### config.mk
export PLATFORM = sky130hd
export DESIGN_NAME = ad7606_ctrl
export DESIGN_NICKNAME = d
export VERILOG_FILES = /design/src/rtl/ad7606_ctrl.sv
export SDC_FILE = /design/constraint.sdc
export NUM_CORES = 1
export LEC_CHECK = 0
export CORE_ASPECT_RATIO = 1.2
export CORE_MARGIN = 2
export CORE_UTILIZATION = 50
export CTS_BUF_LIST = sky130_fd_sc_hd__clkbuf_2
export CTS_CLUSTER_SIZE = 16
export DETAILED_ROUTE_END_ITERATION = 10
export PLACE_DENSITY = 0.9
export SLEW_MARGIN = 20
export SYNTH_ARGS = -nofsm -noshare
export SYNTH_HDL_FRONTEND = slang
export SYNTH_SLANG_ARGS = --single-unit
### constraint.sdc
create_clock -name clk -period 2.1 [get_ports clk]
set_input_delay 0.525 -clock clk [delete_from_list [all_inputs] [get_ports clk]]
set_output_delay 0.525 -clock clk [all_outputs]
set_load 0.01 [all_outputs]
### src/rtl/ad7606_ctrl.sv
// AD7606 parallel-interface controller: one CONVST / BUSY / readout frame per start pulse,
// streaming CH_NUM channel-tagged samples downstream. Every ADC-facing output is a flop.
module ad7606_ctrl #(
  parameter int CH_NUM         = 8,
  parameter int RESET_CYC      = 10,
  parameter int CONVST_LOW_CYC = 2,
  parameter int RD_LOW_CYC     = 2,
  parameter int RD_HIGH_CYC    = 2,
  parameter int BUSY_TIMEOUT   = 500
) (
  input  logic        clk,
  input  logic        rst,
  input  logic        start_i,
  input  logic        ad_busy_i,
  input  logic [15:0] ad_data_i,
  output logic        ad_reset_o,
  output logic        ad_convst_o,
  output logic        ad_cs_n_o,
  output logic        ad_rd_n_o,
  output logic [15:0] data_o,
  output logic [2:0]  ch_o,
  output logic        data_vld_o,
  output logic        frame_done_o,
  output logic        busy_o,
  output logic        timeout_o
);

  localparam int PH_MAX = (CONVST_LOW_CYC > RD_LOW_CYC)
                          ? ((CONVST_LOW_CYC > RD_HIGH_CYC) ? CONVST_LOW_CYC : RD_HIGH_CYC)
                          : ((RD_LOW_CYC > RD_HIGH_CYC) ? RD_LOW_CYC : RD_HIGH_CYC);
  localparam int RST_W  = (RESET_CYC > 1) ? $clog2(RESET_CYC) : 1;
  localparam int PH_W   = (PH_MAX > 1) ? $clog2(PH_MAX) : 1;
  localparam int TMO_W  = (BUSY_TIMEOUT > 1) ? $clog2(BUSY_TIMEOUT) : 1;

  localparam logic [RST_W-1:0] RST_LAST = RST_W'(RESET_CYC - 1);
  localparam logic [PH_W-1:0]  CV_LAST  = PH_W'(CONVST_LOW_CYC - 1);
  localparam logic [PH_W-1:0]  RL_LAST  = PH_W'(RD_LOW_CYC - 1);
  localparam logic [PH_W-1:0]  RH_LAST  = PH_W'(RD_HIGH_CYC - 1);
  localparam logic [TMO_W-1:0] TMO_LAST = TMO_W'(BUSY_TIMEOUT - 1);
  localparam logic [2:0]       CH_LAST  = 3'(CH_NUM - 1);

  typedef enum logic [2:0] {
    S_INIT, S_IDLE, S_CONVST, S_WAIT_BH, S_WAIT_BL, S_RD_LOW, S_RD_HIGH, S_DONE
  } state_t;

  state_t             state_q, state_d;
  logic [RST_W-1:0]   rstCnt_q, rstCnt_d;
  logic [PH_W-1:0]    phCnt_q, phCnt_d;
  logic [TMO_W-1:0]   tmoCnt_q, tmoCnt_d;
  logic [2:0]         chCnt_q, chCnt_d;
  logic               busyMeta_q, busySync_q;
  logic               adReset_q, adReset_d;
  logic               convst_q, convst_d;
  logic               csN_q, csN_d;
  logic               rdN_q, rdN_d;
  logic [15:0]        data_q, data_d;
  logic [2:0]         ch_q, ch_d;
  logic               vld_q, vld_d;
  logic               done_q, done_d;
  logic               tmo_q, tmo_d;
  logic               busy_q, busy_d;

  // BUSY is asynchronous to clk; only the second flop is ever looked at.
  always_ff @(posedge clk or posedge rst) begin
    if (rst) begin
      busyMeta_q <= 1'b0;
      busySync_q <= 1'b0;
    end else begin
      busyMeta_q <= ad_busy_i;
      busySync_q <= busyMeta_q;
    end
  end

  always_ff @(posedge clk or posedge rst) begin
    if (rst) begin
      state_q   <= S_INIT;
      rstCnt_q  <= '0;
      phCnt_q   <= '0;
      tmoCnt_q  <= '0;
      chCnt_q   <= '0;
      adReset_q <= 1'b1;
      convst_q  <= 1'b1;
      csN_q     <= 1'b1;
      rdN_q     <= 1'b1;
      data_q    <= '0;
      ch_q      <= '0;
      vld_q     <= 1'b0;
      done_q    <= 1'b0;
      tmo_q     <= 1'b0;
      busy_q    <= 1'b1;
    end else begin
      state_q   <= state_d;
      rstCnt_q  <= rstCnt_d;
      phCnt_q   <= phCnt_d;
      tmoCnt_q  <= tmoCnt_d;
      chCnt_q   <= chCnt_d;
      adReset_q <= adReset_d;
      convst_q  <= convst_d;
      csN_q     <= csN_d;
      rdN_q     <= rdN_d;
      data_q    <= data_d;
      ch_q      <= ch_d;
      vld_q     <= vld_d;
      done_q    <= done_d;
      tmo_q     <= tmo_d;
      busy_q    <= busy_d;
    end
  end

  // Outputs are decided for the state being entered, so the registered pins line up with it.
  always_comb begin
    state_d   = state_q;
    rstCnt_d  = rstCnt_q;
    phCnt_d   = phCnt_q;
    tmoCnt_d  = tmoCnt_q;
    chCnt_d   = chCnt_q;
    adReset_d = 1'b0;
    convst_d  = 1'b1;
    csN_d     = 1'b1;
    rdN_d     = 1'b1;
    data_d    = data_q;
    ch_d      = ch_q;
    vld_d     = 1'b0;
    done_d    = 1'b0;
    tmo_d     = 1'b0;

    case (state_q)
      S_INIT: begin
        if (rstCnt_q == RST_LAST) begin
          state_d = S_IDLE;
        end else begin
          rstCnt_d  = rstCnt_q + RST_W'(1);
          adReset_d = 1'b1;
        end
      end
      S_IDLE: begin
        if (start_i) begin
          state_d  = S_CONVST;
          phCnt_d  = '0;
          convst_d = 1'b0;
        end
      end
      S_CONVST: begin
        if (phCnt_q == CV_LAST) begin
          state_d  = S_WAIT_BH;
          tmoCnt_d = '0;
        end else begin
          phCnt_d  = phCnt_q + PH_W'(1);
          convst_d = 1'b0;
        end
      end
      S_WAIT_BH: begin
        if (tmoCnt_q == TMO_LAST) begin
          state_d = S_IDLE;
          tmo_d   = 1'b1;
        end else begin
          tmoCnt_d = tmoCnt_q + TMO_W'(1);
          if (busySync_q) state_d = S_WAIT_BL;
        end
      end
      S_WAIT_BL: begin
        if (tmoCnt_q == TMO_LAST) begin
          state_d = S_IDLE;
          tmo_d   = 1'b1;
        end else begin
          tmoCnt_d = tmoCnt_q + TMO_W'(1);
          if (!busySync_q) begin
            state_d = S_RD_LOW;
            chCnt_d = '0;
            phCnt_d = '0;
            csN_d   = 1'b0;
            rdN_d   = 1'b0;
          end
        end
      end
      S_RD_LOW: begin
        csN_d = 1'b0;
        if (phCnt_q == RL_LAST) begin
          data_d  = ad_data_i;
          ch_d    = chCnt_q;
          vld_d   = 1'b1;
          phCnt_d = '0;
          if (chCnt_q == CH_LAST) begin
            state_d = S_DONE;
            csN_d   = 1'b1;
          end else begin
            state_d = S_RD_HIGH;
          end
        end else begin
          phCnt_d = phCnt_q + PH_W'(1);
          rdN_d   = 1'b0;
        end
      end
      S_RD_HIGH: begin
        csN_d = 1'b0;
        if (phCnt_q == RH_LAST) begin
          state_d = S_RD_LOW;
          chCnt_d = chCnt_q + 3'd1;
          phCnt_d = '0;
          rdN_d   = 1'b0;
        end else begin
          phCnt_d = phCnt_q + PH_W'(1);
        end
      end
      S_DONE: begin
        state_d = S_IDLE;
        done_d  = 1'b1;
      end
      default: state_d = S_INIT;
    endcase

    busy_d = (state_d != S_IDLE);
  end

  assign ad_reset_o   = adReset_q;
  assign ad_convst_o  = convst_q;
  assign ad_cs_n_o    = csN_q;
  assign ad_rd_n_o    = rdN_q;
  assign data_o       = data_q;
  assign ch_o         = ch_q;
  assign data_vld_o   = vld_q;
  assign frame_done_o = done_q;
  assign busy_o       = busy_q;
  assign timeout_o    = tmo_q;

endmodule

==> results.json <==
{
  "status": "completed",
  "synth_cells": 217,
  "synth_edf_count": 0,
  "rsz0062_at_grt": "false",
  "fin_crit_sh": 0.972,
  "die_y_um": 77.2,
  "dp.final_hpwl_mm": 3.50,
  "hold_viol": 0,
  "initial_core_util": 0.520,
  "mostFrequentLayoutCells": "nand2_1, dfrtp_1, clkdlybuf4s50_1",
  "wl_mm": 4.74,
  "cap_violations": 0,
  "grt-ovfl-total": 0,
  "path_class": "flop to primary output",
  "coreArea_um2": 4290,
  "synth_xor_area_frac": 0.0157,
  "synth-compound-area-share": 0.122,
  "hold_path.class": "flop to flop",
  "nNetsFinal": 292,
  "tightest_slew_ns": 0.491,
  "grt.total_usage": 0.204,
  "via_count": 1800,
  "synth.distinct_cells": 52,
  "crit_slowest_cell": "dfstp_2",
  "drt_iter0_markers": 128,
  "cts_htree_levels": 2,
  "place.gp.congestion": 0.864,
  "cts_tree": "yes",
  "yosysSeqAreaShare": 0.552,
  "cts_sinks": 49,
  "slew_violations": 0,
  "die_x_um": 65.0,
  "cts-root-buf": "clkbuf_2",
  "p_leak_nw": 1.30,
  "die_area_um2": 5020,
  "drive_gt1_frac": 0.119,
  "io_pins": 47,
  "clock_latency_ns": 0.42,
  "synth_warnings": 0,
  "p_total_mw": 3.70,
  "crit_path_end_kind": "primary output",
  "cp-start-kind": "flop",
  "diodes": 0,
  "num_rows": 26,
  "io_buffers": 46,
  "cp_num_buf_inv": 1,
  "critPathMaxStageDelay_ns": 0.56,
  "synthAdderAreaFrac": 0.0280,
  "crit_family": "flip-flops",
  "synth_top_family_by_area": "simple AND/OR/NAND/NOR gates",
  "cp_max_fo": 1,
  "via_per_inst": 5.56,
  "finalSetupViolations": 0,
  "final_common_cell": "nand2_1",
  "antenna_found_initial": 0,
  "fin_skew_ns": 0.0102,
  "max_freq_ghz": 0.490,
  "grt_pass1_wl_mm": 7.94,
  "tns_ns": 0,
  "drc": 0,
  "irDropWorstVdd_mv": 0.526,
  "synthArstFlopShare": 1.00,
  "grt_max_degree": 50,
  "syn_avg_cell_area_um2": 10.3,
  "synthFlopType": "dfrtp_1",
  "areaGrowthSynthToFinish_pct": 27.7,
  "clk_pin_slew_ns": 0.22,
  "ant_nets": 0,
  "firstDrtPassIters": 4,
  "path_cells": "clkdlybuf4s50_1",
  "worst_slew_margin_rel": 0.664,
  "grt_pass1_vias": 1759,
  "cts_buffers": 5,
  "netlist_area_um2": 2230,
  "ctsHoldBuffers": 0,
  "period_minus_slack_ns": 2.04,
  "p_per_area_nw_per_um2": 1300,
  "ys_seq_elements": 49,
  "clk_path_buf_depth": 2,
  "yosys.area_share.simple": 0.221,
  "synth_fp_nets": 242,
  "whs_ns": 0.394,
  "synthMuxAreaShare": 0.0196,
  "wl_per_cell_um": 14.6,
  "cp.arrival_ns": 1.52,
  "crit_required_ns": 1.57
}
[routing by layer]
layer / up-vias / global-route usage / routed length [um] / share of wire
met5: - / 0 / 0 / 0
met4: 0 / 0.0958 / 55 / 0.012
met3: 6 / 0.0396 / 299 / 0.063
met2: 68 / 0.357 / 2540 / 0.54
met1: 875 / 0.238 / 1840 / 0.39
li1: 851 / - / - / -
[where the power goes]
part	total, mW	internal (mW)	leakage, nW	switching, mW
clock	0.488	0.203	0.0406	0.286
sequential	1.61	1.32	0.609	0.298
combinational	1.60	0.814	0.655	0.781
total	3.70	2.33	1.30	1.36
[stage by stage]
step | area [um2] | worst slack (ns) | util | instances
after floorplan | 2230 | 0.410 | - | 217
after global placement | 2780 | 0.235 | 0.647 | 316
after detailed placement | 2780 | 0.194 | 0.647 | 316
after CTS | 2840 | 0.0326 | 0.662 | 324
after global routing | 2850 | 0.00436 | 0.664 | 324
final | 2850 | 0.0596 | 0.664 | 324
[kinds of logic (layout without fill, tap and decap cells)]
family / after synthesis / after routing
AND/OR/NAND/NOR: 93 / 93
flip-flops: 49 / 49
AO/OA/AOI/OAI: 40 / 40
buffers and inverters: 22 / 73
adder cells (fa/ha/maj): 5 / 5
XOR/XNOR: 4 / 4
multiplexers: 4 / 4
[final cells by class]
class	instances	area, um2
multi-input combinational	146	908
tap	56	70.1
inverter	13	52.6
timing repair buffer	52	526
sequential	49	1230
clock inverter	2	33.8
clock buffer	6	30.0
fill	301	1440
[final timing paths]
kind	startpoint	slack (ns)	depth (start not counted)	to
max in group asynchronous	rst	1.38	3	busy_o$_DFF_PP1_
min in group asynchronous	rst	0.44	3	data_o[6]$_DFFE_PP0P_
min	busyMeta_q$_DFF_PP0_	0.39	0	busySync_q$_DFF_PP0_
max	ad_cs_n_o$_DFF_PP1_	0.06	1	ad_cs_n_o
min reg2reg	busyMeta_q$_DFF_PP0_	0.39	0	busySync_q$_DFF_PP0_
max reg2reg	tmoCnt_q[0]$_DFFE_PP0P_	0.24	5	busy_o$_DFF_PP1_
[timing repair]
action	CTS	global route
setup endpoints to repair	0	4
buffers inserted	0	0
resized for setup	0	4
[state kept, by name, indices dropped and copies added (netlist names), 3 cells and up]
name,cells
chCnt_q,3
tmoCnt_q,9
state_q,3
data_o,16
rstCnt_q,4
ch_o,3
[cell usage after synthesis (3+ instances only)]
| cell type | n | area (um2) |
|---|---|---|
| a21oi_1 | 7 | 35.0 |
| mux2_2 | 3 | 33.8 |
| o31ai_1 | 4 | 30.0 |
| dfrtp_1 | 44 | 1100 |
| ha_1 | 5 | 62.6 |
| inv_1 | 12 | 45.0 |
| dfstp_2 | 5 | 131 |
| buf_2 | 3 | 15.0 |
| o22ai_1 | 3 | 18.8 |
| nor2_1 | 5 | 18.8 |
| nand3_1 | 8 | 40.0 |
| xnor2_1 | 3 | 26.3 |
| clkbuf_1 | 3 | 11.3 |
| o211ai_1 | 5 | 37.5 |
| nand2_1 | 55 | 206 |
| nor3_1 | 4 | 20.0 |
| o21ai_0 | 10 | 50.1 |
Note: power is estimated with default switching activity, not from simulation.
